--- src/rtl/sync_filter_pkg.sv ---
// -----------------------------------------------------------------------------
// sync_filter_pkg
// Shared constants and width helpers for the sync_filter_bank slice.
//   DefSyncDepth    : default number of flops in each synchronizer chain
//   DefFilterCount  : default glitch-filter length in sync_clock cycles
//   counter_width() : bits needed to count from 0 up to max_count
//   settle_width()  : bits needed by the bank-level settle counter
// -----------------------------------------------------------------------------
package sync_filter_pkg;

    localparam int DefSyncDepth   = 2;
    localparam int DefFilterCount = 4;

    function automatic int counter_width(input int max_count);
        return (max_count < 1) ? 1 : $clog2(max_count + 1);
    endfunction

    function automatic int settle_width(input int sync_depth, input int filter_count);
        return counter_width(sync_depth + filter_count);
    endfunction

endpackage

--- src/rtl/sync_filter_channel.sv ---
// -----------------------------------------------------------------------------
// sync_filter_channel
// One bit of the filter bank: synchronizer chain, stability filter and
// rise/fall edge pulses.
// Ports:
//   sync_clock : destination-domain clock
//   reset      : synchronous, active-high reset
//   in_bit     : asynchronous level input
//   sync_bit   : synchronized and filtered level
//   rise_bit   : one-cycle pulse in the first cycle sync_bit is 1
//   fall_bit   : one-cycle pulse in the first cycle sync_bit is 0
// -----------------------------------------------------------------------------
import sync_filter_pkg::*;

module sync_filter_channel #(
    parameter int   SyncDepth   = DefSyncDepth,
    parameter int   FilterCount = DefFilterCount,
    parameter logic ResetBit    = 1'b0
) (
    input  logic sync_clock,
    input  logic reset,
    input  logic in_bit,
    output logic sync_bit,
    output logic rise_bit,
    output logic fall_bit
);

    localparam int CntWidth = counter_width(FilterCount);
    localparam logic [CntWidth-1:0] CntLast = CntWidth'(FilterCount - 1);

    logic [SyncDepth-1:0] chain;
    logic [CntWidth-1:0]  cnt;
    logic                 stage_out;
    logic                 update;

    assign stage_out = chain[SyncDepth-1];

    // The filtered level flips on the FilterCount-th consecutive cycle of
    // disagreement; the pulse registers use the same condition so a pulse
    // lines up with the first cycle of the new level.
    assign update = (stage_out != sync_bit) && (cnt == CntLast);

    always_ff @(posedge sync_clock) begin
        if (reset) begin
            chain <= {SyncDepth{ResetBit}};
        end else begin
            chain <= {chain[SyncDepth-2:0], in_bit};
        end
    end

    // Any cycle of agreement restarts the count, so only an unbroken run of
    // disagreement moves the output.
    always_ff @(posedge sync_clock) begin
        if (reset) begin
            sync_bit <= ResetBit;
            cnt      <= '0;
            rise_bit <= 1'b0;
            fall_bit <= 1'b0;
        end else begin
            rise_bit <= update & stage_out;
            fall_bit <= update & ~stage_out;
            if (stage_out == sync_bit) begin
                cnt <= '0;
            end else if (update) begin
                sync_bit <= stage_out;
                cnt      <= '0;
            end else begin
                cnt <= cnt + CntWidth'(1);
            end
        end
    end

endmodule

--- src/rtl/sync_filter_bank.sv ---
// -----------------------------------------------------------------------------
// sync_filter_bank
// Multi-channel synchronizer and glitch filter for asynchronous level inputs,
// with per-channel edge pulses and a bank-level "settled" flag.
// Optional feature macro: SYNC_FILTER_STICKY_EN adds sticky per-channel event
// status bits with a clear input.
// Ports:
//   sync_clock   : destination-domain clock
//   reset        : synchronous, active-high reset
//   in_data      : asynchronous level inputs, one per channel
//   sync_data    : synchronized and filtered levels
//   rise_pulse   : one-cycle pulse when sync_data[i] goes 0->1
//   fall_pulse   : one-cycle pulse when sync_data[i] goes 1->0
//   settled      : high once SyncDepth+FilterCount cycles have passed after reset
//   event_clear  : (SYNC_FILTER_STICKY_EN) per-channel clear of event_status
//   event_status : (SYNC_FILTER_STICKY_EN) sticky record of any edge pulse
// -----------------------------------------------------------------------------
import sync_filter_pkg::*;

module sync_filter_bank #(
    parameter int                     NumChannels = 4,
    parameter int                     SyncDepth   = DefSyncDepth,
    parameter int                     FilterCount = DefFilterCount,
    parameter logic [NumChannels-1:0] ResetValue  = '0
) (
    input  logic                   sync_clock,
    input  logic                   reset,
    input  logic [NumChannels-1:0] in_data,
    output logic [NumChannels-1:0] sync_data,
    output logic [NumChannels-1:0] rise_pulse,
    output logic [NumChannels-1:0] fall_pulse,
    output logic                   settled
`ifdef SYNC_FILTER_STICKY_EN
    ,
    input  logic [NumChannels-1:0] event_clear,
    output logic [NumChannels-1:0] event_status
`endif
);

    localparam int SettleCycles = SyncDepth + FilterCount;
    localparam int SettleWidth  = settle_width(SyncDepth, FilterCount);
    localparam logic [SettleWidth-1:0] SettleLast = SettleWidth'(SettleCycles - 1);

    logic [SettleWidth-1:0] settle_cnt;

    for (genvar i = 0; i < NumChannels; i++) begin : g_channel
        sync_filter_channel #(
            .SyncDepth   (SyncDepth),
            .FilterCount (FilterCount),
            .ResetBit    (ResetValue[i])
        ) u_channel (
            .sync_clock (sync_clock),
            .reset      (reset),
            .in_bit     (in_data[i]),
            .sync_bit   (sync_data[i]),
            .rise_bit   (rise_pulse[i]),
            .fall_bit   (fall_pulse[i])
        );
    end

    // The counter freezes once settled is high, which makes it saturate
    // without needing a separate compare against its maximum.
    always_ff @(posedge sync_clock) begin
        if (reset) begin
            settle_cnt <= '0;
            settled    <= 1'b0;
        end else if (!settled) begin
            settle_cnt <= settle_cnt + SettleWidth'(1);
            if (settle_cnt == SettleLast) begin
                settled <= 1'b1;
            end
        end
    end

`ifdef SYNC_FILTER_STICKY_EN
    // A pulse arriving in the same cycle as a clear keeps the bit set so no
    // event is ever lost.
    always_ff @(posedge sync_clock) begin
        if (reset) begin
            event_status <= '0;
        end else begin
            event_status <= (event_status & ~event_clear) | rise_pulse | fall_pulse;
        end
    end
`endif

endmodule

--- config.mk ---
export PLATFORM = sky130hd
export DESIGN_NAME = sync_filter_bank
export DESIGN_NICKNAME = d
export VERILOG_FILES = /design/src/rtl/sync_filter_pkg.sv /design/src/rtl/sync_filter_channel.sv /design/src/rtl/sync_filter_bank.sv
export SDC_FILE = /design/constraint.sdc
export NUM_CORES = 1
export LEC_CHECK = 0
export ABC_CLOCK_PERIOD_IN_PS = 2200
export CAP_MARGIN = 40
export CORE_MARGIN = 2
export CORE_UTILIZATION = 45
export CTS_BUF_LIST = sky130_fd_sc_hd__clkbuf_4
export DETAILED_ROUTE_END_ITERATION = 16
export PLACE_DENSITY = 0.74
export SETUP_SLACK_MARGIN = 0.1
export SLEW_MARGIN = 20
export SYNTH_ARGS = -nofsm -noshare
export SYNTH_HDL_FRONTEND = slang
export SYNTH_HIERARCHICAL = 1
export SYNTH_SLANG_ARGS = --single-unit
--- constraint.sdc ---
create_clock -name sync_clock -period 2.2 [get_ports sync_clock]
set_clock_uncertainty 0.1 [all_clocks]
set_input_delay 0.44 -clock sync_clock [delete_from_list [all_inputs] [get_ports sync_clock]]
set_output_delay 0.44 -clock sync_clock [all_outputs]
set_load 0.005 [all_outputs]
**Word level (Yosys, flattened, before mapping)**

Index checks and enable logic that the tools add are counted.

- Register bits after elaboration: 36
- Input bits: 6
- Output and inout bits: 13

- Add/sub/neg operators: 5
- Eq/ne operators: 13
- Muxes and demuxes: 2
- Bitwise gates (word level): 16
- Reduce and logical (&&, ||, !) cells: 12

Operators with widths:

| cell | number |
|---|---|
| adder 3 x 1 -> 3 bit (second input constant) | 5 |
| equality test 3 x 2 -> 1 bit (second input constant) | 4 |
| OR reduction 3 bit | 4 |
| bitwise AND 1 bit | 8 |
| NOT 1 bit | 8 |
| AND reduction 2 bit | 4 |
| equality test 1 bit | 4 |
| logical AND 1 bit | 4 |
| != test 1 bit | 4 |
| equality test 3 bit (second input constant) | 1 |
| two-way mux 1 bit | 2 |

**Depth between registers and ports, before layout**

Gate-level depths: netlist of the first run.

- Depth after elaboration: 3
- Mapped depth: 4
- Mapped depth without buffers: 4

**Hierarchy**

The synthesis of the first run kept the hierarchy.

By module, submodules not included:

| module | times used | cells each | area an instance (um^2) | seq. area each (um^2) |
|---|---|---|---|---|
| sync_filter_channel | 4 | 21 | 276.5 | 160.2 |
| sync_filter_bank | 1 | 17 | 177.7 | 80.1 |

**Worst setup path after synthesis of the first run**

Ideal clock, no wire load.

- Kind: register to register
- Start point: register g_channel[0].u_channel.cnt[0]
- End point: register g_channel[0].u_channel.fall_bit
- Setup time: 0.117 ns
- Arrival time: 0.938 ns
- Data required time: 1.983 ns
- Path slack: 1.045 ns
- Stages on the path, launching flop included: 4
- Clock period less this slack: 1.155 ns
- Cells stage by stage: dfxtp_1 -> ha_1 -> ha_1 -> and4bb_2

- Longest elaborated chain between the ends: 3

Ends and longest elaborated chain:

| what | RTL line | text |
|---|---|---|
| start, declared | sync_filter_channel.sv:32 | `logic [CntWidth-1:0] cnt;` |
| start signal, assigned | sync_filter_channel.sv:68 | `cnt <= cnt + CntWidth'(1);` |
| equality test 3 x 2 -> 1 bit | sync_filter_channel.sv:41 | `assign update = (stage_out != sync_bit) && (cnt == CntLast);` |
| logical AND 1 bit | sync_filter_channel.sv:41 |  |
| bitwise AND 1 bit | sync_filter_channel.sv:61 | `fall_bit <= update & ~stage_out;` |
| end signal, assigned | sync_filter_channel.sv:61 |  |
| end, declared | sync_filter_channel.sv:25 | `output logic fall_bit` |

Every way passes these cells.
A chain may end at the register's enable or synchronous reset.

**Worst setup path after layout of the first run**

- Start point: register settled
- End point: output settled

RTL lines:

| what | RTL line | text |
|---|---|---|
| start, declared | sync_filter_bank.sv:32 | `output logic settled` |
| start signal, assigned | sync_filter_bank.sv:66 | `settled <= 1'b0;` |
| start signal, assigned | sync_filter_bank.sv:70 | `settled <= 1'b1;` |

No word-level cell between the ends.

==> metrics.md, run 1 <==
| Metric | Value |
|---|---|
| Post-placement cell count | `151` |
| Syn avg cell area | `12.71 sq um` |
| DIE HEIGHT | `57.41 um` |
| Final Setup Violations | `0` |
| Mapped Cells | `101` |
| Max VDD drop | `0.5381 mV` |
| Slew @ Worst Pin | `318.9 ps` |
| Sequential-to-total area share from yosys stat | `56.14%` |
| Layout cells sized above 1 | `17.19%` |
| Root Buffer | `clkbuf_4` |
| Largest family of logic cells by synthesized area | `simple AND/OR/NAND/NOR gates` |
| Hold endpoint | `g_channel[2].u_channel/cnt[0]` |
| Initial Util | `46.96%` |
| Pre-CTS setup slack | `497.1 ps` |
| Commonest non-fill, non-tap cell in the layout | `dfxtp_1` |
| Clock Path Buffers | `2` |
| Io pins | `19` |
| DRT antenna net count | `0` |
| Setup slack after layout | `323.6 ps` |
| Status | `finished clean` |
| IO buf count | `18` |
| CTS Sinks | `36` |
| Post-synthesis register bit count | `36` |
| Hold Path Stages | `1` |
| Fin crit share | `85.29%` |
| WP data required | `1660 ps` |
| FF-to-FF path depth | `3` |
| Pleak | `0.5898 nW` |
| H-tree Lvls | `2` |
| Final net count | `143` |
| Net Count, Synth | `117` |
| Clock-pin slew on the worst setup and hold paths | `110 ps` |
| Placer Congestion | `0.6691` |
| Vias in the first global route | `746` |
| Total track usage | `13.08%` |
| Most frequent cells in the layout | `dfxtp_1 (36), clkdlybuf4s50_1 (18), nor2b_1 (10), ha_1 (10)` |
| Per-cell routed wire length | `11.30 um` |
| Cts hold-fix bufs | `0` |
| CP max-delay cell | `clkdlybuf4s50_1` |
| RSZ-0062 raised after global routing | `no` |
| Number of max-cap violations | `0` |
| Post-synthesis adder-cell area fraction | `9.747%` |
| Routed WL | `1797 um` |
| Max incr delay on CP | `540 ps` |
| Post-synthesis cell type count | `15` |
| Die width | `57.41 um` |
| Reg2Reg Setup Slack | `910 ps` |
| WP buf/inv | `1` |
| Synth Area in Compound Gates | `0.9747%` |
| DP Wirelength | `1272 um` |
| Crit-path cells | `clkdlybuf4s50_1` |
| Setup Fix Bufs, Post-CTS | `0` |
| End of the worst register-to-register path | `g_channel[1].u_channel/cnt[0]` |
| Die ar. | `3296 sq um` |
| Worst path arrival time | `1340 ps` |
| Netlist Area Pre-Place | `1284 sq um` |
| Vias | `788` |
| Post-CTS resize count | `0` |
| Worst Hold Launch | `g_channel[2].u_channel/cnt[0]` |
| Final slew viol count | `0` |
| Largest net degree at the start of global routing | `38` |
| DRT Pass-1 Iters | `4` |
| Initial antenna violation count | `0` |
| Min-Delay Path Class | `reg -> reg` |
| Initial DRC Count | `6` |
| Critical path class | `reg -> out` |
| CTS tree | `yes` |
| Final core occ | `57.57%` |
| Cell Pwr Density | `671.5 nW/um^2` |
| Fmax | `532.9 MHz` |
| Synth warn | `6` |
| First-pass GRT wire length | `3111 um` |
| Residual DRC count | `0` |
| Cts bufs inserted | `5` |
| Final TNS setup | `0 ps` |
| Overflow after GRT | `0` |
| Period minus WS final | `1876 ps` |
| Startpoint types | `register` |
| Total chip power | `1.057 mW` |
| RR Startpoint | `g_channel[1].u_channel/cnt[0]` |
| Core Box Area | `2734 sq um` |
| Worst-Skew Late Latency | `340 ps` |
| Final Hold Fails | `0` |
| Post-Synth Simple-Gate Area | `23.98%` |
| Rows | `19` |
| Post-DR vias/cell | `4.956` |
| Crit. End Element | `output pin` |
| Xor/xnor share of the synthesized area | `3.411%` |
| # diodes | `0` |
| Crit path max-delay family | `buffers and inverters` |
| Final non-filler cell total | `159` |
| P&R area growth vs syn | `22.61%` |
| Post-synthesis mux area share | `4.288%` |
| Crit Path Max Fanout | `6` |
| Max_slew headroom | `78.59%` |
cells by family after synthesis:
group           after synthesis
fa+ha+maj                    10
mux                           5
simple gates                 38
flops                        36
compound gates                2
buf+inv                       5
xor+xnor                      5
layout make-up:
type	count	area (sq um)
Clock buffer	5	37.54
Clock inverter	3	13.76
Fill cell	228	1160
Inverter	5	18.77
Multi-Input combinational cell	60	544.3
Sequential cell	36	720.7
Tap cell	31	38.79
Timing Repair Buffer	19	200.2
state kept, by name (all words and copies together) (netlist names):
| register | flops |
|---|---|
| g_channel.u_channel/cnt | 12 |
| g_channel.u_channel/chain | 8 |
| g_channel.u_channel/fall_bit | 4 |
| g_channel.u_channel/rise_bit | 4 |
| g_channel.u_channel/sync_bit | 4 |
| settle_cnt | 3 |
| settled | 1 |
per-layer routing:
metal | GRT usage [%] | wire length [um] | part of all wire [%] | up-vias
met5 | 0 | 0 | 0 | -
met4 | 7.973 | 51 | 2.8 | 0
met3 | 7.483 | 74 | 4.1 | 5
met2 | 19.97 | 871 | 48 | 13
met1 | 13.92 | 801 | 45 | 356
li1 | - | - | - | 414
Yosys cell counts:
cell	number	share of area, %
a211oi_1	1	0.59
nor2b_1	10	4.9
nor4_1	8	3.9
ha_1	10	9.7
nor2b_2	1	0.68
mux2i_1	4	3.1
dfxtp_1	36	56
inv_1	5	1.5
and4bb_2	8	7.8
nor2_1	7	2.0
nor4b_2	4	4.7
xnor2_1	4	2.7
a21oi_1	1	0.39
xor2_1	1	0.68
mux2_4	1	1.2
power by group:
part / switching, mW / internal, mW
Combinational: 0.0237 / 0.0331
Sequential: 0.0101 / 0.667
Clock: 0.206 / 0.117
worst max-delay path by stage:
| stage | startpoint | end | slack (ps) | cells after the start |
|---|---|---|---|---|
| 2_1_floorplan | g_channel[0].u_channel/cnt[0] | g_channel[0].u_channel/fall_bit | 1040 | 3 |
| 3_3_place_gp | reset | settle_cnt[2] | 520 | 4 |
| 3_5_place_dp | reset | settle_cnt[2] | 500 | 4 |
| 4_1_cts | settled | settled | 310 | 1 |
| 5_1_grt | settled | settled | 230 | 1 |
| 6_report | settled | settled | 320 | 1 |
per-stage QoR:
stage | hold slack (ps) | cell area (sq um)
CTS | 335.2 | 1574
finish | 333.2 | 1574
global placement | 314.7 | 1523
floorplan | 303.7 | 1284
global route | 367.4 | 1574
detailed placement | 321.4 | 1523
Power figures use the tool's default switching activity.
==> run 2, diff against run 1 <==
Settings changed: CAP_MARGIN 40 to unset.
==> results of run 2 <==
Final layout, timing and power as in run 1 (identical DEF).
